==> config.mk <==
export PLATFORM = sky130hd
export DESIGN_NAME = mlp_layer_sched
export DESIGN_NICKNAME = d
export VERILOG_FILES = /design/src/rtl/mlp_layer_sched.sv
export SDC_FILE = /design/constraint.sdc
export NUM_CORES = 1
export LEC_CHECK = 0
export ABC_CLOCK_PERIOD_IN_PS = 3000
export CORE_ASPECT_RATIO = 1.5
export CORE_MARGIN = 2
export CORE_UTILIZATION = 45
export CTS_BUF_LIST = sky130_fd_sc_hd__clkbuf_8
export CTS_CLUSTER_DIAMETER = 30
export DETAILED_ROUTE_END_ITERATION = 8
export MAX_ROUTING_LAYER = met4
export PLACE_DENSITY = 0.8
export SETUP_SLACK_MARGIN = 0.15
export SLEW_MARGIN = 20
export SYNTH_ARGS = -nofsm -noshare
export SYNTH_HDL_FRONTEND = slang
export SYNTH_SLANG_ARGS = --single-unit
export TNS_END_PERCENT = 30
==> constraint.sdc <==
create_clock -name clk -period 3 [get_ports clk]
set_input_delay 0.45 -clock clk [delete_from_list [all_inputs] [get_ports clk]]
set_output_delay 0.45 -clock clk [all_outputs]
set_load 0.01 [all_outputs]
==> src/rtl/mlp_layer_sched.sv <==
// Layer sequencer for the 784-64-32-32-16-10 MLP: streams per-layer fan-in read addresses and PU strobes.
// Define SCHED_TIMEOUT_EN to build the WAIT_PU watchdog that aborts the run with err_o.
module mlp_layer_sched #(
  parameter int L1_IN       = 784,
  parameter int L1_OUT      = 64,
  parameter int L2_IN       = 64,
  parameter int L2_OUT      = 32,
  parameter int L3_IN       = 32,
  parameter int L3_OUT      = 32,
  parameter int L4_IN       = 32,
  parameter int L4_OUT      = 16,
  parameter int L5_IN       = 16,
  parameter int L5_OUT      = 10,
  parameter int ADDR_W      = 10,
  parameter int TADDR_W     = 6,
  parameter int READ_LAT    = 1,
  parameter int TIMEOUT_CYC = 4096
) (
  input  logic               clk,
  input  logic               rst_n,
  input  logic               start_i,
  output logic               busy_o,
  output logic               done_o,
  output logic               err_o,
  output logic               x_buf_en_o,
  output logic [ADDR_W-1:0]  x_buf_addr_o,
  output logic [4:0]         w_buf_en_o,
  output logic [ADDR_W-1:0]  w_buf_addr_o,
  output logic               temp_buf_en_o,
  output logic [TADDR_W-1:0] temp_buf_addr_o,
  output logic               temp_rd_bank_o,
  output logic               temp_wr_bank_o,
  output logic [2:0]         pu_layer_o,
  output logic [6:0]         pu_out_cnt_o,
  output logic               pu_valid_o,
  output logic               pu_first_o,
  output logic               pu_last_o,
  input  logic               pu_done_i
);

  typedef enum logic [2:0] {
    S_IDLE,
    S_ISSUE,
    S_WAIT_PU,
    S_DONE,
    S_ABORT
  } state_t;

  state_t              state_q, state_d;
  logic [2:0]          layer_q, layer_d;
  logic [ADDR_W-1:0]   idx_q, idx_d;
  logic                last_seen_q, last_seen_d;
  logic [READ_LAT-1:0] vld_pipe_q, vld_pipe_d;
  logic [READ_LAT-1:0] first_pipe_q, first_pipe_d;
  logic [READ_LAT-1:0] last_pipe_q, last_pipe_d;

  logic issue, idx_last, pu_accept, timeout;

  function automatic logic [ADDR_W-1:0] fan_in(input logic [2:0] k);
    case (k)
      3'd1:    fan_in = ADDR_W'(L1_IN);
      3'd2:    fan_in = ADDR_W'(L2_IN);
      3'd3:    fan_in = ADDR_W'(L3_IN);
      3'd4:    fan_in = ADDR_W'(L4_IN);
      3'd5:    fan_in = ADDR_W'(L5_IN);
      default: fan_in = '0;
    endcase
  endfunction

  function automatic logic [6:0] fan_out(input logic [2:0] k);
    case (k)
      3'd1:    fan_out = 7'(L1_OUT);
      3'd2:    fan_out = 7'(L2_OUT);
      3'd3:    fan_out = 7'(L3_OUT);
      3'd4:    fan_out = 7'(L4_OUT);
      3'd5:    fan_out = 7'(L5_OUT);
      default: fan_out = '0;
    endcase
  endfunction

  assign issue    = (state_q == S_ISSUE);
  assign idx_last = (idx_q == fan_in(layer_q) - ADDR_W'(1));
  // A done from the PU only counts once this layer's last operand has reached it.
  assign pu_accept = (state_q == S_WAIT_PU) && pu_done_i && last_seen_q;

`ifdef SCHED_TIMEOUT_EN
  logic [12:0] wdog_q, wdog_d;

  always_comb begin
    wdog_d = '0;
    if (state_q == S_WAIT_PU) wdog_d = wdog_q + 13'd1;
  end

  always_ff @(posedge clk or negedge rst_n) begin
    if (!rst_n) wdog_q <= '0;
    else        wdog_q <= wdog_d;
  end

  assign timeout = (state_q == S_WAIT_PU) && (wdog_q == 13'(TIMEOUT_CYC - 1));
  assign err_o   = (state_q == S_ABORT);
`else
  assign timeout = 1'b0;
  assign err_o   = 1'b0;
`endif

  // Read-enable / first / last travel together so they line up with BRAM data.
  always_comb begin
    vld_pipe_d      = vld_pipe_q;
    first_pipe_d    = first_pipe_q;
    last_pipe_d     = last_pipe_q;
    vld_pipe_d[0]   = issue;
    first_pipe_d[0] = issue && (idx_q == '0);
    last_pipe_d[0]  = issue && idx_last;
    for (int i = 1; i < READ_LAT; i++) begin
      vld_pipe_d[i]   = vld_pipe_q[i-1];
      first_pipe_d[i] = first_pipe_q[i-1];
      last_pipe_d[i]  = last_pipe_q[i-1];
    end
  end

  always_comb begin
    state_d     = state_q;
    layer_d     = layer_q;
    idx_d       = idx_q;
    last_seen_d = last_seen_q || pu_last_o;
    unique case (state_q)
      S_IDLE: begin
        if (start_i) begin
          state_d     = S_ISSUE;
          layer_d     = 3'd1;
          idx_d       = '0;
          last_seen_d = 1'b0;
        end
      end
      S_ISSUE: begin
        if (idx_last) begin
          state_d = S_WAIT_PU;
          idx_d   = '0;
        end else begin
          idx_d = idx_q + ADDR_W'(1);
        end
      end
      S_WAIT_PU: begin
        if (pu_accept) begin
          last_seen_d = 1'b0;
          if (layer_q == 3'd5) begin
            state_d = S_DONE;
          end else begin
            state_d = S_ISSUE;
            layer_d = layer_q + 3'd1;
            idx_d   = '0;
          end
        end else if (timeout) begin
          state_d = S_ABORT;
        end
      end
      S_DONE, S_ABORT: begin
        state_d = S_IDLE;
        layer_d = 3'd0;
      end
      default: begin
        state_d = S_IDLE;
        layer_d = 3'd0;
      end
    endcase
  end

  always_ff @(posedge clk or negedge rst_n) begin
    if (!rst_n) begin
      state_q      <= S_IDLE;
      layer_q      <= '0;
      idx_q        <= '0;
      last_seen_q  <= 1'b0;
      vld_pipe_q   <= '0;
      first_pipe_q <= '0;
      last_pipe_q  <= '0;
    end else begin
      state_q      <= state_d;
      layer_q      <= layer_d;
      idx_q        <= idx_d;
      last_seen_q  <= last_seen_d;
      vld_pipe_q   <= vld_pipe_d;
      first_pipe_q <= first_pipe_d;
      last_pipe_q  <= last_pipe_d;
    end
  end

  assign busy_o = (state_q == S_ISSUE) || (state_q == S_WAIT_PU);
  assign done_o = (state_q == S_DONE);

  assign x_buf_en_o      = issue && (layer_q == 3'd1);
  assign x_buf_addr_o    = x_buf_en_o ? idx_q : '0;
  assign w_buf_en_o      = issue ? (5'd1 << (layer_q - 3'd1)) : 5'd0;
  assign w_buf_addr_o    = issue ? idx_q : '0;
  assign temp_buf_en_o   = issue && (layer_q != 3'd1);
  assign temp_buf_addr_o = temp_buf_en_o ? idx_q[TADDR_W-1:0] : '0;

  // Layer k writes bank (k-1)&1 and reads what layer k-1 wrote.
  assign temp_wr_bank_o = busy_o && !layer_q[0];
  assign temp_rd_bank_o = busy_o && (layer_q >= 3'd2) && layer_q[0];

  assign pu_layer_o   = busy_o ? layer_q : 3'd0;
  assign pu_out_cnt_o = busy_o ? fan_out(layer_q) : 7'd0;

  assign pu_valid_o = vld_pipe_q[READ_LAT-1];
  assign pu_first_o = first_pipe_q[READ_LAT-1];
  assign pu_last_o  = last_pipe_q[READ_LAT-1];

endmodule

==> run metrics <==
worst hold slack 509 ps; Detailed Place HPWL 2.78 mm; Starting DRT DRC Count 24; Crit Path Class reg2out; startpoint type of the worst setup path register; FMAX 378 MHz; Max Cap Viol 0; Synth Instances 190; die area 4040 µm²; yosys warns 0; nets 260; initial core utilization 47.0%; # diodes 0; part of the Yosys area used for sequential elements 29.9%; IO Count 55; ANT nets after route 0; Synth Register Bits 19; GRT Total Usage 20.3%; Critical Path RT 2550 ps; Finished Core Util 64.2%; FF+latch area 477 µm²; first-pass GRT wire length 6.36 mm; Critical Path End Type output pin; met1 global-route usage 23.2%; Via Count 1436; share of cells above drive strength 1 6.72%; Layout area overhead 36.4%; post-synth cell types 38; core footprint 3380 µm²; insertion delay to the later sink of the worst-skew pair 260 ps; met3 usage 1.75%; WL final 3.61 mm; Worst Hold Path Cells 1; final worst-path cycle share 88.1%; final worst clock skew 3.30 ps; global placement routability congestion 0.848; most frequent cells in the layout clkdlybuf4s50_1 (51), nor2_1 (18), dfrtp_1 (18); grt ovf 0; largest fanout on the critical path 12; Hold Buf Count CTS 0; R2R depth 9; Final Setup Violations 0; clk slew on worst S/H paths 80 ps; largest net degree at the start of global routing 27; LEAKAGE 1.04 nW; Via density 5.13; worst hold path type reg2reg; maximum vdd drop 514 µV; total clock buffers created by CTS 3; fin crit period 2640 ps; Max Buffers Root-to-Sink 2; clk sink count 19; Power, Total 1.37 mW; cell area after synthesis 1590 µm²; Slew Viols, Final 0; total iterations of the first detailed-routing run 4; vias in the first global route 1421; htree depth 1; CTS tree yes; met2 Resource Use GR 37.3%; DIE WIDTH 52.6 µm; Worst-Margin Slew 872 ps; count of flip-flops with a built-in enable after synthesis 0; Setup TNS 0 ps; pwr dens 630 nW/µm²; residual DRC count 0; Buffers on Ports 51; gr busiest metal met2; Synth async-reset ratio 100%; status finished, final reports clean; CP arrival 2190 ps; Post-Syn Area per Cell 8.38 µm²; final hold viol count 0; mean routed wirelength per cell 12.9 µm; setup repair after global routing missed its margin false; commonest non-fill, non-tap cell in the layout clkdlybuf4s50_1; Post-CTS Setup Bufs 0; antenna violations before repair 0; FILL cells 318; multi-input combinational cell area 998 µm²; Slew Limit Headroom 41.7%; Row Count 26; top_reg_cell synth dfrtp_1; Root Driver clkbuf_8; DIE HEIGHT 76.8 µm
[worst paths after layout]
path,slack [ps],to,startpoint
worst max-delay path,360,x_buf_addr_o[9],layer_q[1]$_DFFE_PN0P_
worst min-delay path,510,last_seen_q$_DFF_PN0_,last_seen_q$_DFF_PN0_
worst max register to register,360,state_q[1]$_DFFE_PN0P_,layer_q[0]$_DFFE_PN0P_
worst min register to register,510,last_seen_q$_DFF_PN0_,last_seen_q$_DFF_PN0_
max in group asynchronous,1720,layer_q[0]$_DFFE_PN0P_,rst_n
min in group asynchronous,690,idx_q[2]$_DFFE_PN0P_,rst_n
[final cells by class]
type                    count  area share [%]
multi-input cells         145            46.0
inverters                  15            2.59
repair buffers             55            24.9
clock buffers               3            1.90
well taps                  42            2.42
clock inverters             1           0.231
flip-flops and latches     19            22.0
[registers in the layout (all words and copies together) (netlist names)]
register     count
idx_q           10
layer_q          3
state_q          2
last_seen_q      1
pu_first_o       1
pu_last_o        1
pu_valid_o       1
[through the flow]
step	instances	instance area, µm²	setup WS, ps
after detailed placement	276	2110	268
after CTS	280	2160	263
after global placement	276	2110	407
final	280	2170	357
after floorplan	192	1600	543
after global routing	280	2170	183
[where the power goes]
group | leakage [nW] | internal [mW] | total, mW | switching, mW
sequential | 0.253 | 0.301 | 0.348 | 0.0468
combinational | 0.765 | 0.390 | 0.840 | 0.450
clock | 0.0255 | 0.0923 | 0.181 | 0.0883
total | 1.04 | 0.783 | 1.37 | 0.585
[cell families (layout without fill, tap and decap cells)]
| group | after synthesis | in the layout | share of synthesized area, % |
|---|---|---|---|
| and+or+nand+nor | 85 | 85 | 28.8 |
| AOI/OAI and AO/OA | 30 | 30 | 13.2 |
| buffers and inverters | 28 | 74 | 8.57 |
| DFF | 19 | 19 | 29.9 |
| adders and majority gates | 17 | 17 | 13.4 |
| xor gates and xnor gates | 6 | 6 | 3.30 |
| muxes | 4 | 4 | 2.67 |
| other | 1 | 3 | 0.236 |
[synth_stat cells, types with 2 or more instances]
master	count	area, µm²
dfrtp_1	19	475
nor2_1	18	67.6
ha_1	17	213
and2_1	15	93.8
inv_1	15	56.3
and3_1	13	81.3
nand2_1	12	45.0
nor2b_1	10	62.6
a22o_1	7	61.3
a21oi_1	6	30.0
buf_4	6	45.0
o21ai_0	6	30.0
clkbuf_1	5	18.8
nor4_1	4	25.0
nand3_1	3	15.0
o21ai_1	3	15.0
xnor2_1	3	26.3
xor2_1	3	26.3
mux2_2	2	22.5
mux2i_1	2	20.0
nor3_1	2	10.0
o31a_1	2	17.5
or3_1	2	12.5
[critical path: stages (launching register included)]
cell and delay, ps:
dfrtp_1 460, inv_2 130, ha_2 230, nor2b_1 210, buf_4 210, and3_1 160
clkdlybuf4s50_1 530
[repair_timing]
action / CTS / global route
resized for setup: 1 / 4
pin swaps: 0 / 0
endpoints found under the setup margin: 3 / 10
[routing by layer]
layer / up-vias / share of wire, %
met5: - / 0
met4: 0 / 0.53
met3: 2 / 1.8
met2: 26 / 56
met1: 677 / 42
li1: 731 / -
No activity file was read; power rests on OpenSTA's default activity.
